[config.mk]
export PLATFORM = sky130hd
export DESIGN_NAME = id_fetch_redirect
export DESIGN_NICKNAME = d
export VERILOG_FILES = /design/src/rtl/mips_pkg.sv /design/src/rtl/id_branch_cmp.sv /design/src/rtl/id_fetch_redirect.sv
export SDC_FILE = /design/constraint.sdc
export NUM_CORES = 1
export LEC_CHECK = 0
export CORE_MARGIN = 2
export CORE_UTILIZATION = 30
export CTS_CLUSTER_DIAMETER = 60
export DETAILED_ROUTE_END_ITERATION = 10
export GPL_TIMING_DRIVEN = 0
export PLACE_DENSITY = 0.66
export SLEW_MARGIN = 25
export SYNTH_ARGS = -nofsm -noshare
export SYNTH_HDL_FRONTEND = slang
export SYNTH_SLANG_ARGS = --single-unit
export TNS_END_PERCENT = 5
[constraint.sdc]
create_clock -name CLK -period 6 [get_ports CLK]
set_clock_uncertainty 0.1 [all_clocks]
set_input_delay 1.2 -clock CLK [delete_from_list [all_inputs] [get_ports CLK]]
set_output_delay 1.2 -clock CLK [all_outputs]
set_load 0.05 [all_outputs]
[src/rtl/mips_pkg.sv]
// mips_pkg: shared MIPS decode constants and the IF/ID register bundle.
//   OP_*    : primary opcodes (instr[31:26]) that redirect fetch
//   NOP     : encoding loaded into the IF/ID register when a slot is squashed
//   ifid_t  : one IF/ID register entry (instruction, PC+4, valid flag)
//   branch_offset : sign-extended, word-scaled branch displacement
package mips_pkg;

  localparam logic [5:0]  OP_BEQ = 6'b000100;
  localparam logic [5:0]  OP_BNE = 6'b000101;
  localparam logic [5:0]  OP_J   = 6'b000010;
  localparam logic [5:0]  OP_JAL = 6'b000011;
  localparam logic [31:0] NOP    = 32'h0;

  typedef struct packed {
    logic [31:0] instr;
    logic [31:0] pcplus4;
    logic        valid;
  } ifid_t;

  // imm is a word offset; scale by 4 and sign-extend to 32 bits.
  function automatic logic [31:0] branch_offset(input logic [15:0] imm);
    return {{14{imm[15]}}, imm, 2'b00};
  endfunction

endpackage

[src/rtl/id_branch_cmp.sv]
// id_branch_cmp: Decode-stage branch comparator with forwarding muxes.
//   rd1_d / rd2_d        : register-file reads for rs / rt
//   alu_out_m            : Memory-stage result available for forwarding
//   forward_a_d / _b_d   : pick alu_out_m instead of the register read
//   eq / ne              : comparison of the selected operands
// Purely combinational.
module id_branch_cmp (
  input  logic [31:0] rd1_d,
  input  logic [31:0] rd2_d,
  input  logic [31:0] alu_out_m,
  input  logic        forward_a_d,
  input  logic        forward_b_d,
  output logic        eq,
  output logic        ne
);

  logic [31:0] src_a;
  logic [31:0] src_b;

  always_comb begin
    src_a = forward_a_d ? alu_out_m : rd1_d;
    src_b = forward_b_d ? alu_out_m : rd2_d;
    eq    = (src_a == src_b);
    ne    = ~eq;
  end

endmodule

[src/rtl/id_fetch_redirect.sv]
// id_fetch_redirect: IF/ID pipeline register plus Decode-stage control-flow
// resolution for beq/bne/j/jal.
//   CLK, reset (async, active-low)
//   InstrF, PCPlus4F          : fetched instruction and its PC+4
//   StallD                    : hold the IF/ID register (paired with StallF)
//   RD1D, RD2D, ALUOutM       : comparator operands and forwarding source
//   ForwardAD, ForwardBD      : forwarding selects
//   InstrD, PCPlus4D, ValidD  : IF/ID register contents
//   PCSrcD, Jump              : redirect requests to fetch
//   PCBranchD, PCJ            : branch target / jump target low 28 bits
//   RedirectCnt               : saturating count of taken redirects
//
// Flow control: StallD is a hold, not a handshake. While StallD=1 the slot
// is frozen and can never redirect; the redirect is re-evaluated with the
// operands present in the first unstalled cycle. A redirect squashes the
// instruction being fetched on the same edge (no delay slot).
module id_fetch_redirect
  import mips_pkg::*;
#(
  parameter int CNT_W = 16
) (
  input  logic             CLK,
  input  logic             reset,
  input  logic [31:0]      InstrF,
  input  logic [31:0]      PCPlus4F,
  input  logic             StallD,
  input  logic [31:0]      RD1D,
  input  logic [31:0]      RD2D,
  input  logic [31:0]      ALUOutM,
  input  logic             ForwardAD,
  input  logic             ForwardBD,
  output logic [31:0]      InstrD,
  output logic [31:0]      PCPlus4D,
  output logic             ValidD,
  output logic             PCSrcD,
  output logic             Jump,
  output logic [31:0]      PCBranchD,
  output logic [27:0]      PCJ,
  output logic [CNT_W-1:0] RedirectCnt
);

  ifid_t            ifid_q, ifid_d;
  logic [CNT_W-1:0] cnt_q, cnt_d;

  logic       eq;
  logic       ne;
  logic [5:0] op;
  logic       take;
  logic       redirect;

  id_branch_cmp u_cmp (
    .rd1_d       (RD1D),
    .rd2_d       (RD2D),
    .alu_out_m   (ALUOutM),
    .forward_a_d (ForwardAD),
    .forward_b_d (ForwardBD),
    .eq          (eq),
    .ne          (ne)
  );

  // Redirect decode. A bubble (valid=0) never redirects, and a stalled slot
  // waits so the decision uses operands from the cycle it actually leaves.
  always_comb begin
    op       = ifid_q.instr[31:26];
    take     = ifid_q.valid & ~StallD;
    PCSrcD   = take & (((op == OP_BEQ) & eq) | ((op == OP_BNE) & ne));
    Jump     = take & ((op == OP_J) | (op == OP_JAL));
    redirect = PCSrcD | Jump;
  end

  // Targets are computed for every opcode; fetch only uses them on redirect.
  always_comb begin
    PCBranchD = ifid_q.pcplus4 + branch_offset(ifid_q.instr[15:0]);
    PCJ       = {ifid_q.instr[25:0], 2'b00};
  end

  // Stall beats flush: a stalled slot cannot redirect, so the squash branch
  // is only reachable when StallD=0.
  always_comb begin
    ifid_d = ifid_q;
    if (!StallD) begin
      if (redirect) begin
        ifid_d.instr   = NOP;
        ifid_d.pcplus4 = PCPlus4F;
        ifid_d.valid   = 1'b0;
      end else begin
        ifid_d.instr   = InstrF;
        ifid_d.pcplus4 = PCPlus4F;
        ifid_d.valid   = 1'b1;
      end
    end
  end

  always_comb begin
    cnt_d = cnt_q;
    if (redirect && !(&cnt_q)) begin
      cnt_d = cnt_q + {{(CNT_W-1){1'b0}}, 1'b1};
    end
  end

  always_ff @(posedge CLK or negedge reset) begin
    if (!reset) begin
      ifid_q <= '0;
      cnt_q  <= '0;
    end else begin
      ifid_q <= ifid_d;
      cnt_q  <= cnt_d;
    end
  end

  assign InstrD      = ifid_q.instr;
  assign PCPlus4D    = ifid_q.pcplus4;
  assign ValidD      = ifid_q.valid;
  assign RedirectCnt = cnt_q;

endmodule

==> results.tsv, run 1 <==
stage	metric	value	unit
yosys	ys_seq_area_share	32.32	%
clocking	postCtsHoldBufs	0	
floorplanning	row_count	52	
floorplanning	start_util	30.80	%
grt	grt_pass1_vias	5922	
yosys	synth.most_common_cell	dfrtp_1	
worst_setup_path	rr_startpoint	InstrD[29]$_DFFE_PN0N_	
detailed_routing	wire_per_inst	17.56	um
yosys	synthTopCellsByCount	dfrtp_1, xor2_1, nand2_1	
place	dpl-instance-area	9676	um^2
yosys	synth_edf_count	0	
place	post-place-ws	-0.04018	ns
yosys	synth.distinct_cells	55	
detailed_routing	drt_iter0_markers	311	
floorplanning	die_h	148.6	um
timing	post-route-min-period	5.745	ns
power	irDropWorstVdd	218.6	uV
timing	setup_violations	0	
clocking	clk_latency	0.34	ns
detailed_routing	routed_wl	22460	um
grt	antenna_found_initial	0	
floorplanning	die_w	148.6	um
timing	hold_viol_final	0	
yosys	synth_top_area_share	32.32	%
timing	worst_pin_slew	0.7171	ns
floorplanning	fp.coreArea	20360	um^2
yosys	synth_seq_cells	81	
detailed_routing	via_per_inst	4.750	
place	numPortBuffers	303	
detailed_routing	vias	6075	
timing	period_share	95.75	%
clocking	cts_resized	2	
grt	grt_max_degree	47	
timing	slew-limit-headroom	52.20	%
run_status	status	finished clean	
worst_setup_path	rr_endpoint	RedirectCnt[12]$_DFFE_PN0P_	
floorplanning	dieArea	22080	um^2
timing	fin_ws	0.2549	ns
yosys	synth_area_leader_cell	dfrtp_1	
worst_setup_path	path_class	in2out	
cells_and_area	fin_nets	1200	
place	placed_cells	1263	
cells_and_area	final_area	10040	um^2
hold_path	hold_start	RedirectCnt[6]$_DFFE_PN0P_	
detailed_routing	dr.pass1.iters	4	
timing	holdWs	0.3866	ns
grt	grt-ovfl-total	0	
hold_path	hold_end	RedirectCnt[6]$_DFFE_PN0P_	
yosys	synthArstFlopShare	100.0	%
worst_setup_path	worstPathArrival	4.45	ns
cells_and_area	final_core_util	49.31	%
timing	max_freq	174.1	MHz
worst_setup_path	required	4.70	ns
worst_setup_path	r2r_slack	3.28	ns
clocking	clockBufferDepth	2	
cells_and_area	nFillCells	1919	
worst_setup_path	critPathMaxFanout	10	
grt	grtUsageTotal	20.07	%
power	powerDensity	283.3	nW/um^2
hold_path	worstHoldPathCells	1	
job	cap_violations	0	
clocking	path_clk_slew	0.06	ns
place	routabilityCongestion	0.9033	
worst_setup_path	cp-end-kind	output pin	
clocking	clockRootBuffer	clkbuf_16	
yosys	avgSynthCellArea	9.117	um^2
detailed_routing	ant_nets	0	
timing	drv_slew	0	
cells_and_area	syn_to_final_growth	60.08	%
worst_setup_path	r2r_cells	8	
clocking	clock_sinks	81	
yosys	syn_inst	688	
power	p_leak	4.271	nW
grt	grt_pass1_wl	34060	um
clocking	cts_tree	built	
cells_and_area	drive_gt1_share	10.11	%
yosys	yosysWarnings	0	
timing	rsz0062_at_grt	no	
cells_and_area	antenna_cells	0	
floorplanning	pin_count	308	
hold_path	hold_path.class	reg2reg	
clocking	htreeDepth	3	
yosys	synth_area	6272	um^2
clocking	cts-buffers-inserted	9	
detailed_routing	drc	0	
clocking	cts_setup_buffers	0	
cells_and_area	final_cells	1279	
place	hpwl	18410	um
worst_setup_path	worst_setup_path_start_kind	input pin	
yosys	yosys_most_used_dff	dfrtp_1	
yosys	netlist_top_cells_area	dfrtp_1, xor2_1, xnor2_1	
## state kept, by name (all words and copies together) (netlist names)
name / flops
ValidD: 1
PCPlus4D: 32
RedirectCnt: 16
InstrD: 32
## logic make-up after synthesis
family / share of synthesized area [%]
flops: 32.32
xor+xnor: 17.59
mux: 7.560
buf+inv: 7.141
other cells: 0.05979
compound gates: 13.82
simple gates: 15.20
fa+ha+maj: 6.304
## critical path, cell delays in order
cell and delay, ns:
clkdlybuf4s50_1 0.47, xor2_1 0.17, nor4_1 0.30, nand4_1 0.15, a211oi_1 0.43, o22ai_1 0.19, or3_1 0.39, and2_4 0.19
buf_6 0.15, buf_6 0.15, inv_1 0.10, clkdlybuf4s15_1 0.54
## per-layer routing
| metal | track usage [%] | up-vias | wire length [um] |
|---|---|---|---|
| met4 | 4.238 | 0 | 298 |
| met1 | 26.62 | 2855 | 10000 |
| met5 | 0 | - | 0 |
| li1 | - | 3022 | - |
| met3 | 3.190 | 20 | 1157 |
| met2 | 34.61 | 178 | 11000 |
## cell type report
| cell class | count | area (um^2) | area share (%) |
|---|---|---|---|
| multi-input combinational | 530 | 3810 | 37.94 |
| timing repair buffer | 304 | 3064 | 30.52 |
| clock inverter | 6 | 115.1 | 1.146 |
| sequential | 81 | 2027 | 20.19 |
| clock buffer | 10 | 239.0 | 2.380 |
| tap | 270 | 337.8 | 3.364 |
| inverter | 19 | 71.32 | 0.7103 |
| buffer | 59 | 376.6 | 3.751 |
## how the worst max path moves through the flow
stage	from	endpoint	slack, ns	cells past startpoint
3_3_place_gp	RD2D[20]	PCSrcD	-0.1	12
2_1_floorplan	InstrD[0]$_DFFE_PN0N_	PCBranchD[30]	0.06	11
5_1_grt	ALUOutM[20]	PCSrcD	0.0009	12
3_5_place_dp	RD2D[20]	PCSrcD	-0.04	12
6_report	RD2D[20]	PCSrcD	0.25	12
4_1_cts	InstrD[0]$_DFFE_PN0N_	PCBranchD[30]	0.07	12
## power by group
group          switching [W]  leakage [nW]  total, W  internal, W
sequential         0.0000657         0.994  0.000666     0.000601
combinational       0.000935          3.11   0.00152     0.000585
clock               0.000239         0.169  0.000658     0.000420
total                0.00124          4.27   0.00284      0.00161
## through the flow
step,total power [W],TNS (ns)
floorplan,0.001631,0
global placement,0.002190,-0.09668
detailed placement,0.002200,-0.04018
CTS,0.002871,0
global route,0.002973,0
finish,0.002845,0
## cell usage in the layout, fill, tap and decap left out, types with 7 or more instances in the layout
| cell | n |
|---|---|
| nand2_1 | 57 |
| mux2i_1 | 8 |
| buf_4 | 30 |
| o21bai_1 | 10 |
| o21ai_0 | 47 |
| clkbuf_16 | 9 |
| xnor2_1 | 52 |
| nand3_1 | 46 |
| clkdlybuf4s50_1 | 300 |
| xor2_1 | 74 |
| mux2_2 | 32 |
| inv_1 | 19 |
| a21o_1 | 12 |
| clkbuf_1 | 18 |
| dfrtp_1 | 81 |
| ha_1 | 30 |
| nand4_1 | 14 |
| and3_1 | 8 |
| a21oi_2 | 7 |
| a21oi_1 | 27 |
| nor4_1 | 11 |
| nor2_1 | 28 |
Power figures use the tool's default switching activity.
==> inputs of run 2 (changes only) <==
MAX_ROUTING_LAYER = met4   (was unset)
==> results.tsv, run 2 (synthesized netlist as in run 1, its figures left out) <==
stage	metric	value	unit	change
detailed_routing	dr.pass1.iters	4		unchanged
grt	grt_pass1_wl	35160	um	+3.2%
power	net-switching-power	0.001244	W	+0.39%
clocking	clock_sinks	81		unchanged
place	routabilityCongestion	0.9136		+1.1%
timing	post-route-min-period	5.688	ns	-0.05683 ns
grt	grt-ovfl-total	0		unchanged
floorplanning	dieArea	22080	um^2	unchanged
cells_and_area	final_common_cell	clkdlybuf4s50_1		
cells_and_area	fin_nets	1200		unchanged
cells_and_area	nFillCells	1989		+3.6%
worst_setup_path	cp_slowest_cell	clkdlybuf4s50_1		
worst_setup_path	r2r_cells	8		unchanged
detailed_routing	routed_wl	23170	um	+3.2%
timing	rsz0062_at_grt	no		
cells_and_area	syn_to_final_growth	59.35	%	
hold_path	worstHoldPathCells	1		unchanged
clocking	clockBufferDepth	2		unchanged
hold_path	hold_path.class	reg2reg		
clocking	path_clk_slew	0.06	ns	about the same
timing	hold_viol_final	0		unchanged
power	powerDensity	279.4	nW/um^2	-1.4%
floorplanning	pin_count	308		unchanged
worst_setup_path	worstPathArrival	4.39	ns	-0.06 ns
detailed_routing	via_per_inst	4.777		+0.57%
worst_setup_path	cp-end-kind	output pin		
floorplanning	start_util	30.80	%	unchanged
place	numPortBuffers	303		unchanged
power	finalPower	0.002793	W	-1.8%
detailed_routing	wl_met2	11320	um	+2.9%
worst_setup_path	required	4.70	ns	about the same
job	cap_violations	0		unchanged
grt	grt_pass1_vias	6045		+2.1%
clocking	cts-buffers-inserted	9		unchanged
cells_and_area	antenna_cells	0		unchanged
detailed_routing	drt_iter0_markers	279		-10%
worst_setup_path	path_class	reg2out		
power	p_seq_share	23.9	%	+0.5 points
power	swShare	44.56	%	+0.98 points
detailed_routing	top_layer	met4		
worst_setup_path	path_buf_inv	1		-4
power	p_leak	4.244	nW	-0.64%
power	irDropWorstVdd	216.7	uV	-0.91%
worst_setup_path	crit_family	compound AO/OA/AOI/OAI gates		
worst_setup_path	critPathMaxStageDelay	0.85	ns	+0.31 ns
grt	grt_max_degree	47		unchanged
timing	period_share	94.80	%	-0.95 points
clocking	htreeDepth	3		unchanged
detailed_routing	drc	0		unchanged
floorplanning	die_w	148.6	um	unchanged
cells_and_area	final_core_util	49.08	%	-0.23 points
cells_and_area	drive_gt1_share	10.12	%	about the same
power	clkPwrFrac	21.4	%	-1.7 points
grt	antenna_found_initial	0		unchanged
timing	drv_slew	0		unchanged
clocking	clockRootBuffer	clkbuf_16		
detailed_routing	ant_nets	0		unchanged
detailed_routing	wl_met3	1313	um	+13%
cells_and_area	layout_common_cells	clkdlybuf4s50_1, dfrtp_1, xor2_1		
timing	worst_pin_slew	0.8515	ns	+0.1344 ns
clocking	clk_latency	0.35	ns	about the same
worst_setup_path	path_depth	11		-1
worst_setup_path	crit_chain	ha_1 -> a21o_1 -> a21oi_1 -> o21bai_1 -> a21oi_1 -> o21ai_0 -> a311o_1 -> a2111oi_0 -> o21bai_1 -> xor2_1 -> clkdlybuf4s50_1		
floorplanning	row_count	52		unchanged
power	comb_power_share	54.7	%	+1.3 points
place	hpwl	18670	um	+1.4%
timing	fin_setup_tns	0	ns	unchanged
worst_setup_path	worst_setup_path_start_kind	register		
detailed_routing	wl_met1	10240	um	+2.4%
clocking	cts_setup_buffers	0		unchanged
floorplanning	fp.coreArea	20360	um^2	unchanged
timing	setup_violations	0		unchanged
timing	max_freq	175.8	MHz	+1.0%
detailed_routing	wire_per_inst	18.13	um	+3.2%
floorplanning	die_h	148.6	um	unchanged
timing	slew-limit-headroom	41.77	%	-10 points
clocking	cts_tree	built		
timing	holdWs	0.3944	ns	+0.007771 ns
power	power.internal	0.001548	W	-3.5%
grt	grtUsageTotal	21.36	%	+1.3 points
worst_setup_path	critPathMaxFanout	5		-5
run_status	status	finished clean		
detailed_routing	vias	6105		+0.49%
clocking	postCtsHoldBufs	0		unchanged
-- run 2: cell types whose count changed in the layout (fill, tap and decap cells not counted) --
cell             previous run  this run
a2111oi_2                   1         2
clkbuf_2                    0         1
clkbuf_1                   18        19
clkdlybuf4s50_1           300       301
bufinv_16                   3         2
clkbuf_8                    1         0
a2111oi_1                   1         0
dlymetal6s2s_1              1         0
clkinv_2                    0         1
clkdlybuf4s15_1             1         0
clkinv_4                    2         1
-- run 2: power by group through the flow --
| stage | Clock (W) | Sequential (W) | Combinational [W] |
|---|---|---|---|
| after detailed placement | 0 | 0.000677 | 0.00153 |
| after CTS | 0.000620 | 0.000668 | 0.00153 |
| final | 0.000598 | 0.000667 | 0.00153 |
| after global routing | 0.000631 | 0.000676 | 0.00161 |
| after floorplan | 0 | 0.000850 | 0.000781 |
| after global placement | 0 | 0.000676 | 0.00152 |
-- run 2: path summary, 6_finish.rpt --
path / slack (ns) / start / end
worst max-delay path: 0.31 / InstrD[1]$_DFFE_PN0N_ / PCBranchD[29]
worst min-delay path: 0.39 / RedirectCnt[6]$_DFFE_PN0P_ / RedirectCnt[6]$_DFFE_PN0P_
worst max register to register: 3.28 / InstrD[29]$_DFFE_PN0N_ / RedirectCnt[12]$_DFFE_PN0P_
worst min register to register: 0.39 / RedirectCnt[6]$_DFFE_PN0P_ / RedirectCnt[6]$_DFFE_PN0P_
max in group asynchronous: 4.59 / reset / RedirectCnt[3]$_DFFE_PN0P_
min in group asynchronous: 0.64 / reset / PCPlus4D[18]$_DFFE_PN0N_
-- run 2: per-layer routing --
metal | vias to the layer above | global-route usage [%]
met2 | 185 | 35.83
met1 | 2862 | 27.25
met3 | 19 | 3.742
met5 | - | -
li1 | 3039 | -
met4 | 0 | 4.286
-- run 2: what timing repair did --
action | in CTS | in global routing
cloned | 0 | 0
setup endpoints to repair | 2 | 5
resized for setup | 2 | 4
-- run 2: metrics by stage --
stage / setup WS (ns) / cells / area, um^2
2_1_floorplan: 0.05941 / 689 / 6276
5_1_grt: 0.03760 / 1278 / 9995
3_3_place_gp: -0.08240 / 1262 / 9647
3_5_place_dp: -0.06883 / 1263 / 9676
4_1_cts: 0.1186 / 1278 / 9986
6_report: 0.3117 / 1278 / 9995
-- run 2: worst register-to-register path, cell delays in order, from the launching register on --
cell and delay [ns]:
dfrtp_1 0.43, nor4_2 0.31, nand2_1 0.10, or4b_1 0.52
or3_1 0.32, and2_4 0.18, buf_6 0.15, a21oi_1 0.15
mux2_1 0.33
-- run 2: area by class of cell --
| cell class | instances | area, um^2 | share of cell area (%) |
|---|---|---|---|
| flip-flops and latches | 81 | 2027 | 20.28 |
| multi-input cells | 530 | 3815 | 38.17 |
| well taps | 270 | 337.8 | 3.380 |
| plain buffers | 59 | 376.6 | 3.768 |
| inverters | 19 | 71.32 | 0.7136 |
| clock buffers | 10 | 229.0 | 2.291 |
| clock inverters | 5 | 81.33 | 0.8137 |
| repair buffers | 304 | 3057 | 30.58 |
